### config.mk
export PLATFORM = sky130hd
export DESIGN_NAME = cmd_grant_scheduler
export DESIGN_NICKNAME = d
export VERILOG_FILES = /design/src/rtl/cmd_grant_scheduler_pkg.sv /design/src/rtl/cmd_grant_scheduler_picker.sv /design/src/rtl/cmd_grant_scheduler.sv
export SDC_FILE = /design/constraint.sdc
export NUM_CORES = 1
export LEC_CHECK = 0
export CAP_MARGIN = 15
export CORE_UTILIZATION = 58
export CTS_CLUSTER_SIZE = 10
export DETAILED_ROUTE_END_ITERATION = 10
export GPL_ROUTABILITY_DRIVEN = 0
export GPL_TIMING_DRIVEN = 0
export PLACE_DENSITY = 0.83
export SYNTH_ARGS = -nofsm -noshare
export SYNTH_HDL_FRONTEND = slang
export SYNTH_SLANG_ARGS = --single-unit
### constraint.sdc
create_clock -name clk -period 6.81 [get_ports clk]
set_input_delay 1.0215 -clock clk [delete_from_list [all_inputs] [get_ports clk]]
set_output_delay 1.0215 -clock clk [all_outputs]
set_load 0.005 [all_outputs]
### src/rtl/cmd_grant_scheduler_pkg.sv
// Shared types for the channel CMD-bus grant scheduler: rank index, FSM states
// and a modulo helper for rank index arithmetic.
package cmd_sched_pkg;

    localparam int DEFAULT_NUM_RANK = 4;
    localparam int DEFAULT_MAX_SAME = 4;
    localparam int DEFAULT_RANK_W   = $clog2(DEFAULT_NUM_RANK);

    typedef logic [DEFAULT_RANK_W-1:0] rank_idx_t;

    typedef enum logic [1:0] {
        ARB   = 2'd0,
        TURN  = 2'd1,
        GRANT = 2'd2
    } sched_state_t;

    // Operands are always below the modulus, so one conditional subtract
    // wraps correctly even when NUM_RANK is not a power of two.
    function automatic int wrapAdd(input int base, input int offset, input int modulus);
        int sum;
        sum = base + offset;
        return (sum >= modulus) ? (sum - modulus) : sum;
    endfunction

endpackage

### src/rtl/cmd_grant_scheduler_picker.sv
// Round-robin scan: returns the first requesting index at or after i_start,
// wrapping modulo NUM_RANK, plus a flag saying whether any request was seen.
module rr_priority_picker
    import cmd_sched_pkg::*;
#(
    parameter int NUM_RANK = DEFAULT_NUM_RANK
)
(
    input  logic [NUM_RANK-1:0]         i_req,
    input  logic [$clog2(NUM_RANK)-1:0] i_start,
    output logic [$clog2(NUM_RANK)-1:0] o_idx,
    output logic                        o_found
);

    localparam int RW = $clog2(NUM_RANK);

    logic [RW-1:0] w_cand;

    // Scan from the farthest offset down so the nearest requester wins last.
    always_comb begin
        o_idx   = '0;
        o_found = 1'b0;
        w_cand  = '0;
        for (int i = NUM_RANK - 1; i >= 0; i--) begin
            w_cand = RW'(wrapAdd(int'(i_start), i, NUM_RANK));
            if (i_req[w_cand]) begin
                o_idx   = w_cand;
                o_found = 1'b1;
            end
        end
    end

endmodule

### src/rtl/cmd_grant_scheduler.sv
// Channel CMD-bus arbiter with owner affinity and rank-turnaround handshake.
// Optional statistics counters are enabled by defining CMD_SCHED_STATS_EN.
module cmd_grant_scheduler
    import cmd_sched_pkg::*;
#(
    parameter int NUM_RANK = DEFAULT_NUM_RANK,
    parameter int MAX_SAME = DEFAULT_MAX_SAME
)
(
    input  logic                        clk,
    input  logic                        rst,
    input  logic [NUM_RANK-1:0]         cmdReq,
    input  logic                        CMDTurnaroundFree,
    output logic [NUM_RANK-1:0]         cmdGrant,
    output logic                        grantValid,
    output logic [$clog2(NUM_RANK)-1:0] grantRank,
    output logic                        rankTransition
`ifdef CMD_SCHED_STATS_EN
    ,
    output logic [31:0]                 grantCount,
    output logic [31:0]                 transitionCount
`endif
);

    localparam int RW = $clog2(NUM_RANK);
    localparam int CW = $clog2(MAX_SAME + 1);

    function automatic logic [NUM_RANK-1:0] toOnehot(input logic [RW-1:0] idx);
        logic [NUM_RANK-1:0] vec;
        vec      = '0;
        vec[idx] = 1'b1;
        return vec;
    endfunction

    sched_state_t        r_state;
    logic [RW-1:0]       r_lastRank;
    logic [RW-1:0]       r_pendRank;
    logic                r_hasOwner;
    logic [CW-1:0]       r_sameCnt;
    logic [NUM_RANK-1:0] r_cmdGrant;
    logic                r_grantValid;
    logic [RW-1:0]       r_grantRank;
    logic                r_rankTransition;

    logic [RW-1:0]       w_scanStart;
    logic [RW-1:0]       w_rrIdx;
    logic                w_rrFound;
    logic [NUM_RANK-1:0] w_ownerMask;
    logic                w_othersReq;
    logic                w_keepOwner;
    logic [RW-1:0]       w_winner;

    assign w_scanStart = RW'(wrapAdd(int'(r_lastRank), 1, NUM_RANK));

    rr_priority_picker #(
        .NUM_RANK (NUM_RANK)
    ) u_picker (
        .i_req   (cmdReq),
        .i_start (w_scanStart),
        .o_idx   (w_rrIdx),
        .o_found (w_rrFound)
    );

    // The owner keeps the bus until it has used its run or nobody else is waiting.
    assign w_ownerMask = toOnehot(r_lastRank);
    assign w_othersReq = |(cmdReq & ~w_ownerMask);
    assign w_keepOwner = r_hasOwner && cmdReq[r_lastRank] &&
                         ((r_sameCnt < CW'(MAX_SAME)) || !w_othersReq);
    assign w_winner    = w_keepOwner ? r_lastRank : w_rrIdx;

    always_ff @(posedge clk or negedge rst) begin
        if (!rst) begin
            r_state          <= ARB;
            r_lastRank       <= '0;
            r_pendRank       <= '0;
            r_hasOwner       <= 1'b0;
            r_sameCnt        <= '0;
            r_cmdGrant       <= '0;
            r_grantValid     <= 1'b0;
            r_grantRank      <= '0;
            r_rankTransition <= 1'b0;
        end else begin
            r_cmdGrant       <= '0;
            r_grantValid     <= 1'b0;
            r_grantRank      <= '0;
            r_rankTransition <= 1'b0;
            case (r_state)
                ARB: begin
                    if (w_rrFound) begin
                        r_lastRank <= w_winner;
                        r_hasOwner <= 1'b1;
                        if (!r_hasOwner || (w_winner == r_lastRank)) begin
                            r_state      <= GRANT;
                            r_cmdGrant   <= toOnehot(w_winner);
                            r_grantValid <= 1'b1;
                            r_grantRank  <= w_winner;
                            if (!r_hasOwner) begin
                                r_sameCnt <= '0;
                            end
                        end else begin
                            r_state          <= TURN;
                            r_rankTransition <= 1'b1;
                            r_pendRank       <= w_winner;
                            r_sameCnt        <= '0;
                        end
                    end
                end
                // The free flag may still reflect the previous window on the
                // pulse cycle, so it is only trusted from the second cycle on.
                TURN: begin
                    if (!r_rankTransition && CMDTurnaroundFree) begin
                        if (cmdReq[r_pendRank]) begin
                            r_state      <= GRANT;
                            r_cmdGrant   <= toOnehot(r_pendRank);
                            r_grantValid <= 1'b1;
                            r_grantRank  <= r_pendRank;
                        end else begin
                            r_state <= ARB;
                        end
                    end
                end
                GRANT: begin
                    if (r_sameCnt < CW'(MAX_SAME)) begin
                        r_sameCnt <= r_sameCnt + CW'(1);
                    end
                    r_state <= ARB;
                end
                default: begin
                    r_state <= ARB;
                end
            endcase
        end
    end

    assign cmdGrant       = r_cmdGrant;
    assign grantValid     = r_grantValid;
    assign grantRank      = r_grantRank;
    assign rankTransition = r_rankTransition;

`ifdef CMD_SCHED_STATS_EN
    logic [31:0] r_grantCount;
    logic [31:0] r_transitionCount;

    always_ff @(posedge clk or negedge rst) begin
        if (!rst) begin
            r_grantCount      <= '0;
            r_transitionCount <= '0;
        end else begin
            if (r_grantValid) begin
                r_grantCount <= r_grantCount + 32'd1;
            end
            if (r_rankTransition) begin
                r_transitionCount <= r_transitionCount + 32'd1;
            end
        end
    end

    assign grantCount      = r_grantCount;
    assign transitionCount = r_transitionCount;
`endif

endmodule

; After elaboration in Yosys (flattened, before gate mapping)
; Cells that the tools add are included.
[word_totals]
reg_bits = 18
latch_bits = 0
mem_bits_rw = 0
mem_bits_ro = 0
in_bits = 7
wordCells = 123
memories = 0
[classes]
addsub = 10
n_mul = 0
div = 0
magnitude_cmp = 16
n_eq_ne = 7
shifts = 0
muxes = 60
bitwise_logic = 3
n_reduce_logical = 18
[op_table]
columns = operator, n
row1 = 2-bit 2-to-1 mux, 18
row2 = "2-bit by 3-bit less-than comparator with 1-bit output, second input constant", 7
row3 = 1-bit 2-to-1 mux, 20
row4 = 4-bit 2-to-1 mux, 4
row5 = 1-bit binary-select mux with 2-bit select, 6
row6 = "3-bit >= comparator, second input constant", 4
row7 = 3-bit 2-to-1 mux, 4
row8 = "2-bit by 1-bit subtractor with 2-bit output, second input constant", 5
row9 = 2-bit case mux with 2 select lines, 2
row10 = 4-bit case mux with 2 select lines, 1
row11 = "2-bit by 1-bit adder with 3-bit output, second input constant", 2
row12 = "2-bit by 2-bit adder with 3-bit output, second input constant", 2
row13 = 1-bit demux with 2-bit select, 3
row14 = "2-bit by 1-bit >= comparator with 1-bit output, second input constant", 3
row15 = 1-bit logical AND, 6
row16 = 3-bit case mux with 2 select lines, 1
row17 = 4-bit bitwise AND, 1
row18 = "2-bit != test, second input constant", 2
row19 = 4-bit inverter, 1
row20 = 2-bit AND reduction, 2
row21 = 4-bit AND reduction, 1
row22 = 4-bit OR reduction, 1
row23 = "3-bit by 1-bit adder with 3-bit output, second input constant", 1
row24 = "2-bit by 3-bit >= comparator with 1-bit output, second input constant", 1
row25 = 13 further kinds, 16

; Longest topological paths before layout
; Gate-level depths: netlist of run 1.
[logic_depth]
ltp_word = 20
mapped_depth = 10

; Modules after synthesis
; From an unflattened synthesis of run 1, not the netlist that was laid out.
[hier_totals]
cells_unflattened = 109
area_unflattened_um2 = 1102.3
[by_module_without_submodules]
columns = module, n_inst, cells_each, area_per_inst_um2, seq_area_each_um2
row1 = cmd_grant_scheduler, 1, 96, 1024.7, 450.4
row2 = rr_priority_picker, 1, 13, 77.6, 0.0

; Worst setup path before layout of run 1
; Ideal clock, no wire load.
[synth_path]
kind = input to register
from = input cmdReq[3]
to = register r_pendRank[1]
arrival_ns = 2.291
slack_ns = 4.394
cell_stages = 7
path_cell_list = nor3b_1 -> o21ai_0 -> and2_1 -> buf_2 -> xnor2_2 -> o2111ai_2 -> mux2_2
[synth_between]
elab_chain_len = 11
word_cells_on_any_way = 29
[synth_rtl]
columns = item, line
row1 = from (decl), cmd_grant_scheduler.sv:12  ; input logic [NUM_RANK-1:0] cmdReq,
row2 = 1-bit binary-select mux with 2-bit select, cmd_grant_scheduler_picker.sv:26  ; if (i_req[w_cand]) begin
row3 = 1-bit 2-to-1 mux (implied by the code), cmd_grant_scheduler_picker.sv:26
row4 = 2-bit 2-to-1 mux (4 in series), cmd_grant_scheduler_picker.sv:26
row5 = 2-bit 2-to-1 mux, cmd_grant_scheduler.sv:69  ; assign w_winner = w_keepOwner ? r_lastRank : w_rrIdx;
row6 = 2-bit == test, cmd_grant_scheduler.sv:92  ; if (!r_hasOwner || (w_winner == r_lastRank)) begin
row7 = 1-bit logical OR, cmd_grant_scheduler.sv:92
row8 = 1-bit inverter (no source line), n/a
row9 = 3-bit AND reduction (no source line), n/a
row10 = to (signal assigned), cmd_grant_scheduler.sv:103  ; r_pendRank <= w_winner;
row11 = to (decl), cmd_grant_scheduler.sv:37  ; logic [RW-1:0] r_pendRank;
; Parallel ways exist; a longest one is shown, timed or not. The select of a mux whose other input is x is not followed.
; A chain may end at the register's enable or synchronous reset.

; Final worst setup path of run 1
; Ends and elaborated chain as after synthesis.

==> impl_metrics.json, run 1 <==
{
  "post_cts_resized": 0,
  "yosys_register_bits": 18,
  "max_slew.worst_pin.slew_ns": 0.810,
  "endpoint_kind": "flip-flop",
  "pwr-share-comb": 0.606,
  "r2r_slack_ns": 4.06,
  "clkLatencyLatePin_ns": 0.28,
  "wl_per_cell_microns": 14.7,
  "cts_tree": "built",
  "cp-start-kind": "input pin",
  "start_util": 0.638,
  "routed_via_density": 5.98,
  "setup-tns-final_ns": 0,
  "drc_errors": 0,
  "fmax_mhz": 341,
  "num_rows": 15,
  "dp_hpwl_mm": 1.77,
  "ys.flop_type": "dfrtp_1",
  "clkSlewWorstSetupHoldPaths_ns": 0.10,
  "core_area_sq_um": 1780,
  "hold_path_startpoint": "r_sameCnt[0]$_DFFE_PN0P_",
  "vdd_drop_max_mv": 0.306,
  "die-area_sq_um": 2140,
  "nNetsFinal": 144,
  "ant_nets": 0,
  "cp.arrival_ns": 3.10,
  "postCtsSetupRepairBufs": 0,
  "detail_route.iter0.violations": 25,
  "grt_max_degree": 19,
  "crit_required_ns": 6.98,
  "drv_slew": 0,
  "power_switching_uw": 253,
  "ios": 15,
  "r2r-start": "r_lastRank[1]$_DFFE_PN0P_",
  "place_ws_ns": 3.58,
  "min_path_cells": 1,
  "worst_hold_path.endpoint": "r_sameCnt[0]$_DFFE_PN0P_",
  "ctsHoldBuffers": 0,
  "clock_sinks": 18,
  "root_buffer": "clkbuf_4",
  "switching_share": 0.416,
  "fin_crit_ns": 2.93,
  "clock_skew_ns": 0.0113,
  "synth_nets": 125,
  "holdWs_ns": 0.481,
  "clkPwrFrac": 0.082,
  "timing.rr.end": "r_pendRank[1]$_DFFE_PN0P_",
  "ys_async_sr_fraction": 1.00,
  "synth_warnings": 0,
  "wl_mm": 2.27,
  "critical_path_class": "in -> reg",
  "synth_edf_count": 0,
  "synth_area_sq_um": 1140,
  "clock_path_buffers": 2,
  "maxCapViolCount": 0,
  "p_per_area_nw_per_um2": 457,
  "post-route-period-util": 0.430,
  "rsz0062_at_grt": "no",
  "syn_area_per_cell_sq_um": 10.1,
  "n_antenna_cell": 0,
  "drive_above_1_share": 0.146,
  "worstRegToRegCells": 9,
  "yosysSeqAreaShare": 0.396,
  "first_pass_iters": 7,
  "grt.overflow.total": 0,
  "cts-buffers-inserted": 3,
  "critPathMaxFanout": 9,
  "power_leakage_uw": 0.000615,
  "syn_to_final_growth_pct": 17.1,
  "grt_pass1_vias": 870,
  "antenna_found_initial": 0,
  "p_int_uw": 355,
  "setup_ws_ns": 3.88,
  "grt_pass1_wl_mm": 3.71,
  "vias": 927,
  "grt.total_usage": 0.246,
  "finalSetupViolCount": 0,
  "dp.cells": 152,
  "pwr-share-seq": 0.313,
  "status": "complete, no violations",
  "io_buffers": 14,
  "die_x_microns": 46.3,
  "finalHoldViolCount": 0,
  "min_path_type": "reg -> reg",
  "maxSlewHeadroom": 0.458,
  "die_h_microns": 46.3,
  "synth_cell_types": 38,
  "cts_max_level": 1,
  "syn_inst": 113,
  "final_cells": 155
}
## registers in the layout, indices dropped and copies added (netlist names)
name,flops
cmdGrant,4
rankTransition,1
r_state,2
grantRank,2
r_pendRank,2
r_sameCnt,3
r_lastRank,2
grantValid,1
r_hasOwner,1
## worst max-delay path by stage
stage | from | endpoint | slack, ns | depth (start not counted)
global route | cmdReq[3] | r_pendRank[1]$_DFFE_PN0P_ | 3.76 | 8
CTS | cmdReq[3] | r_pendRank[1]$_DFFE_PN0P_ | 3.89 | 8
finish | cmdReq[3] | r_pendRank[1]$_DFFE_PN0P_ | 3.88 | 8
floorplan | cmdReq[3] | r_pendRank[1]$_DFFE_PN0P_ | 4.39 | 7
global placement | cmdReq[3] | r_pendRank[1]$_DFFE_PN0P_ | 3.64 | 8
detailed placement | cmdReq[3] | r_pendRank[1]$_DFFE_PN0P_ | 3.58 | 8
## cell usage after synthesis, drive strengths merged, types with 2 or more instances
| cell type | instances | area, sq um |
|---|---|---|
| dfrtp | 18 | 450 |
| nor2 | 9 | 33.8 |
| o21ai | 9 | 45.0 |
| inv | 8 | 30.0 |
| nand2 | 8 | 30.0 |
| nand2b | 7 | 43.8 |
| a21oi | 6 | 30.0 |
| ha | 5 | 62.6 |
| o22ai | 5 | 31.3 |
| mux2i | 3 | 30.0 |
| nor2b | 3 | 18.8 |
| or2b | 3 | 26.3 |
| a21bo | 2 | 26.3 |
| a221oi | 2 | 23.8 |
| buf | 2 | 16.3 |
| mux2 | 2 | 26.3 |
| mux4 | 2 | 45.0 |
| nor3b | 2 | 15.0 |
| nor4 | 2 | 12.5 |
| o2111ai | 2 | 23.8 |
| xnor2 | 2 | 25.0 |
## per-stage QoR
step / utilization / cell area [sq um] / power [uW]
after floorplan: - / 1140 / 454
after global placement: 0.734 / 1310 / 542
after detailed placement: 0.734 / 1310 / 559
after CTS: 0.747 / 1330 / 610
after global routing: 0.747 / 1330 / 660
final: 0.747 / 1330 / 608
## layer usage
metal	wire, microns	track usage
met5	0	0
met4	52	0.0941
met3	94	0.0549
met2	1080	0.400
met1	1050	0.316
## critical path, stage by stage
cell and delay [ns]:
clkdlybuf4s50_1 0.54, nor3b_1 0.23, o21ai_0 0.11, and2_1 0.18
buf_2 0.16, xnor2_2 0.15, o2111ai_2 0.30, mux2_2 0.38
## kinds of logic (layout without fill, tap and decap cells)
family | after synthesis | in the layout | synth area share
AND/OR/NAND/NOR | 38 | 38 | 0.187
buffers and inverters | 10 | 27 | 0.0407
multiplexers | 7 | 7 | 0.0891
XOR/XNOR | 2 | 2 | 0.0220
adder cells (fa/ha/maj) | 5 | 5 | 0.0550
flip-flops | 18 | 18 | 0.396
AO/OA/AOI/OAI | 33 | 33 | 0.210
## cell type report
class                   instances  area [sq um]
plain buffers                   2          16.3
multi-input cells              85           641
inverters                       8          30.0
repair buffers                 14           140
fillers                       125           452
clock buffers                   3          22.5
flip-flops and latches         18           450
well taps                      25          31.3
## cells in the final DEF, fill, tap and decap left out, types with 3 or more instances in the layout
| master | netlist | final |
|---|---|---|
| o21ai_0 | 9 | 9 |
| inv_1 | 8 | 8 |
| clkbuf_4 | 0 | 3 |
| nand2b_1 | 7 | 7 |
| a21oi_1 | 6 | 6 |
| or2b_2 | 3 | 3 |
| nand2_1 | 8 | 8 |
| nor2_1 | 9 | 9 |
| nor2b_1 | 3 | 3 |
| ha_1 | 5 | 5 |
| mux2i_1 | 3 | 3 |
| dfrtp_1 | 18 | 18 |
| o22ai_1 | 5 | 5 |
| clkdlybuf4s50_1 | 0 | 14 |
## power groups by stage
stage          Sequential, uW  Clock (uW)  Combinational [uW]
2_1_floorplan             183           0                 271
3_3_place_gp              188           0                 353
3_5_place_dp              191           0                 368
4_1_cts                   189        51.2                 370
5_1_grt                   195        56.0                 409
6_report                  190        49.7                 368
Note: power is estimated with default switching activity, not from simulation.
==> run 2: changes to the inputs <==
Settings changed: CORE_UTILIZATION 58 to 53, PLACE_DENSITY 0.83 to 0.77.
Clock period 6.81 ns to 2.7 ns, I/O delays scaled along.
==> impl_metrics.json, run 2 (synthesis results as in run 1) <==
{
  "post-route-period-util": 0.928,
  "startpoint": "r_lastRank[1]$_DFFE_PN0P_",
  "cp-start-kind": "flip-flop",
  "fin_crit_ns": 2.51,
  "die_x_microns": 48.3,
  "num_rows": 16,
  "cts_tree": "built",
  "setup-tns-final_ns": 0,
  "cts_max_level": 1,
  "regArea_sq_um": 452,
  "clock_path_buffers": 2,
  "min_path_type": "reg -> reg",
  "clkLatencyLatePin_ns": 0.29,
  "maxCapViolCount": 0,
  "largest_reg_flops": 4,
  "vdd_drop_max_mv": 0.660,
  "cts-buffers-inserted": 3,
  "cp.arrival_ns": 2.70,
  "p_per_area_nw_per_um2": 1190,
  "critPathMaxFanout": 8,
  "wl_per_cell_microns": 13.9,
  "routed_via_density": 5.80,
  "root_buffer": "clkbuf_4",
  "r2r_slack_ns": 0.19,
  "post-route-util": 0.713,
  "syn_to_final_growth_pct": 24.2,
  "grt_max_degree": 19,
  "status": "complete, no violations",
  "drc_errors": 0,
  "first_pass_iters": 4,
  "grt_pass1_vias": 847,
  "maxSlewHeadroom": 0.497,
  "power_leakage_uw": 0.000640,
  "die_h_microns": 48.3,
  "fmax_mhz": 399,
  "io_buffers": 14,
  "core_area_sq_um": 1980,
  "crit_required_ns": 2.89,
  "ant_nets": 0,
  "min_path_cells": 1,
  "worst_hold_path.endpoint": "r_sameCnt[0]$_DFFE_PN0P_",
  "wl_mm": 2.25,
  "dp_hpwl_mm": 1.68,
  "ios": 15,
  "clkSlewWorstSetupHoldPaths_ns": 0.10,
  "nNetsFinal": 148,
  "finalSetupViolCount": 0,
  "dp.cells": 154,
  "start_util": 0.574,
  "grt.total_usage": 0.213,
  "max_slew.worst_pin.slew_ns": 0.752,
  "timing.rr.end": "r_pendRank[1]$_DFFE_PN0P_",
  "finalHoldViolCount": 0,
  "multi_input_comb_area_sq_um": 671,
  "grt_pass1_wl_mm": 3.82,
  "holdWs_ns": 0.484,
  "clock_skew_ns": 0.00166,
  "antenna_found_initial": 0,
  "ctsHoldBuffers": 0,
  "mostFrequentLayoutCells": "dfrtp_1, clkdlybuf4s50_1, nor2_1, o21ai_0, nand2_1",
  "drv_slew": 0,
  "drive_above_1_share": 0.207,
  "final_common_cell": "dfrtp_1",
  "critical_path_class": "reg -> reg",
  "hold_path_startpoint": "r_sameCnt[0]$_DFFE_PN0P_",
  "final_cells": 162,
  "clock_sinks": 18,
  "nFillCells": 133,
  "detail_route.iter0.violations": 28,
  "worstRegToRegCells": 9,
  "grt.overflow.total": 0,
  "endpoint_kind": "flip-flop",
  "n_antenna_cell": 0,
  "die-area_sq_um": 2340,
  "vias": 939,
  "r2r-start": "r_lastRank[1]$_DFFE_PN0P_",
  "finalPower_uw": 1680
}
[run 2: final cells by class]
| cell class | instances | area share |
|---|---|---|
| timing repair buffer | 18 | 0.120 |
| multi-input combinational | 85 | 0.475 |
| buffer | 2 | 0.0115 |
| tap | 27 | 0.0239 |
| clock buffer | 4 | 0.0257 |
| sequential | 18 | 0.320 |
| inverter | 8 | 0.0239 |
[run 2: power breakdown]
group / internal (uW) / leakage [uW] / switching, uW / total (uW)
sequential: 381 / 0.000227 / 93.6 / 475
combinational: 531 / 0.000393 / 511 / 1040
clock: 82.3 / 0.0000210 / 80.1 / 162
total: 994 / 0.000640 / 685 / 1680
[run 2: worst max-delay path by stage]
stage / to / slack [ns] / cells after the start
global placement: r_pendRank[1]$_DFFE_PN0P_ / 0.07 / 9
CTS: r_pendRank[1]$_DFFE_PN0P_ / 0.005 / 9
detailed placement: r_pendRank[1]$_DFFE_PN0P_ / 0.02 / 9
global route: r_pendRank[1]$_DFFE_PN0P_ / -0.02 / 9
floorplan: r_pendRank[1]$_DFFE_PN0P_ / 0.31 / 9
finish: r_pendRank[1]$_DFFE_PN0P_ / 0.19 / 9
[run 2: through the flow]
| step | setup WS [ns] | instance area (sq um) |
|---|---|---|
| after detailed placement | 0.0234 | 1310 |
| after global routing | -0.0213 | 1410 |
| after floorplan | 0.308 | 1140 |
| final | 0.194 | 1410 |
| after CTS | 0.00501 | 1350 |
| after global placement | 0.0650 | 1310 |
[run 2: worst max-delay path, cell delays in order (launching register included)]
cell        delay, ns
dfrtp_2          0.44
clkinvlp_4       0.21
ha_4             0.36
nor3b_1          0.17
o21ai_0          0.11
and2_1           0.18
buf_2            0.16
xnor2_2          0.16
o2111ai_4        0.24
mux2_2           0.36
[run 2: what timing repair did]
action,4_1_cts,5_1_grt
endpoints found under the hold margin,0,0
gates resized for setup,1,5
endpoints found under the setup margin,1,10
cloned,0,0
buffers inserted,0,4
[run 2: layer usage]
layer	vias up	track usage	wire [microns]
li1	453	-	-
met5	-	0	0
met4	0	0.0882	51
met3	6	0.0409	77
met2	25	0.329	1060
met1	455	0.294	1060
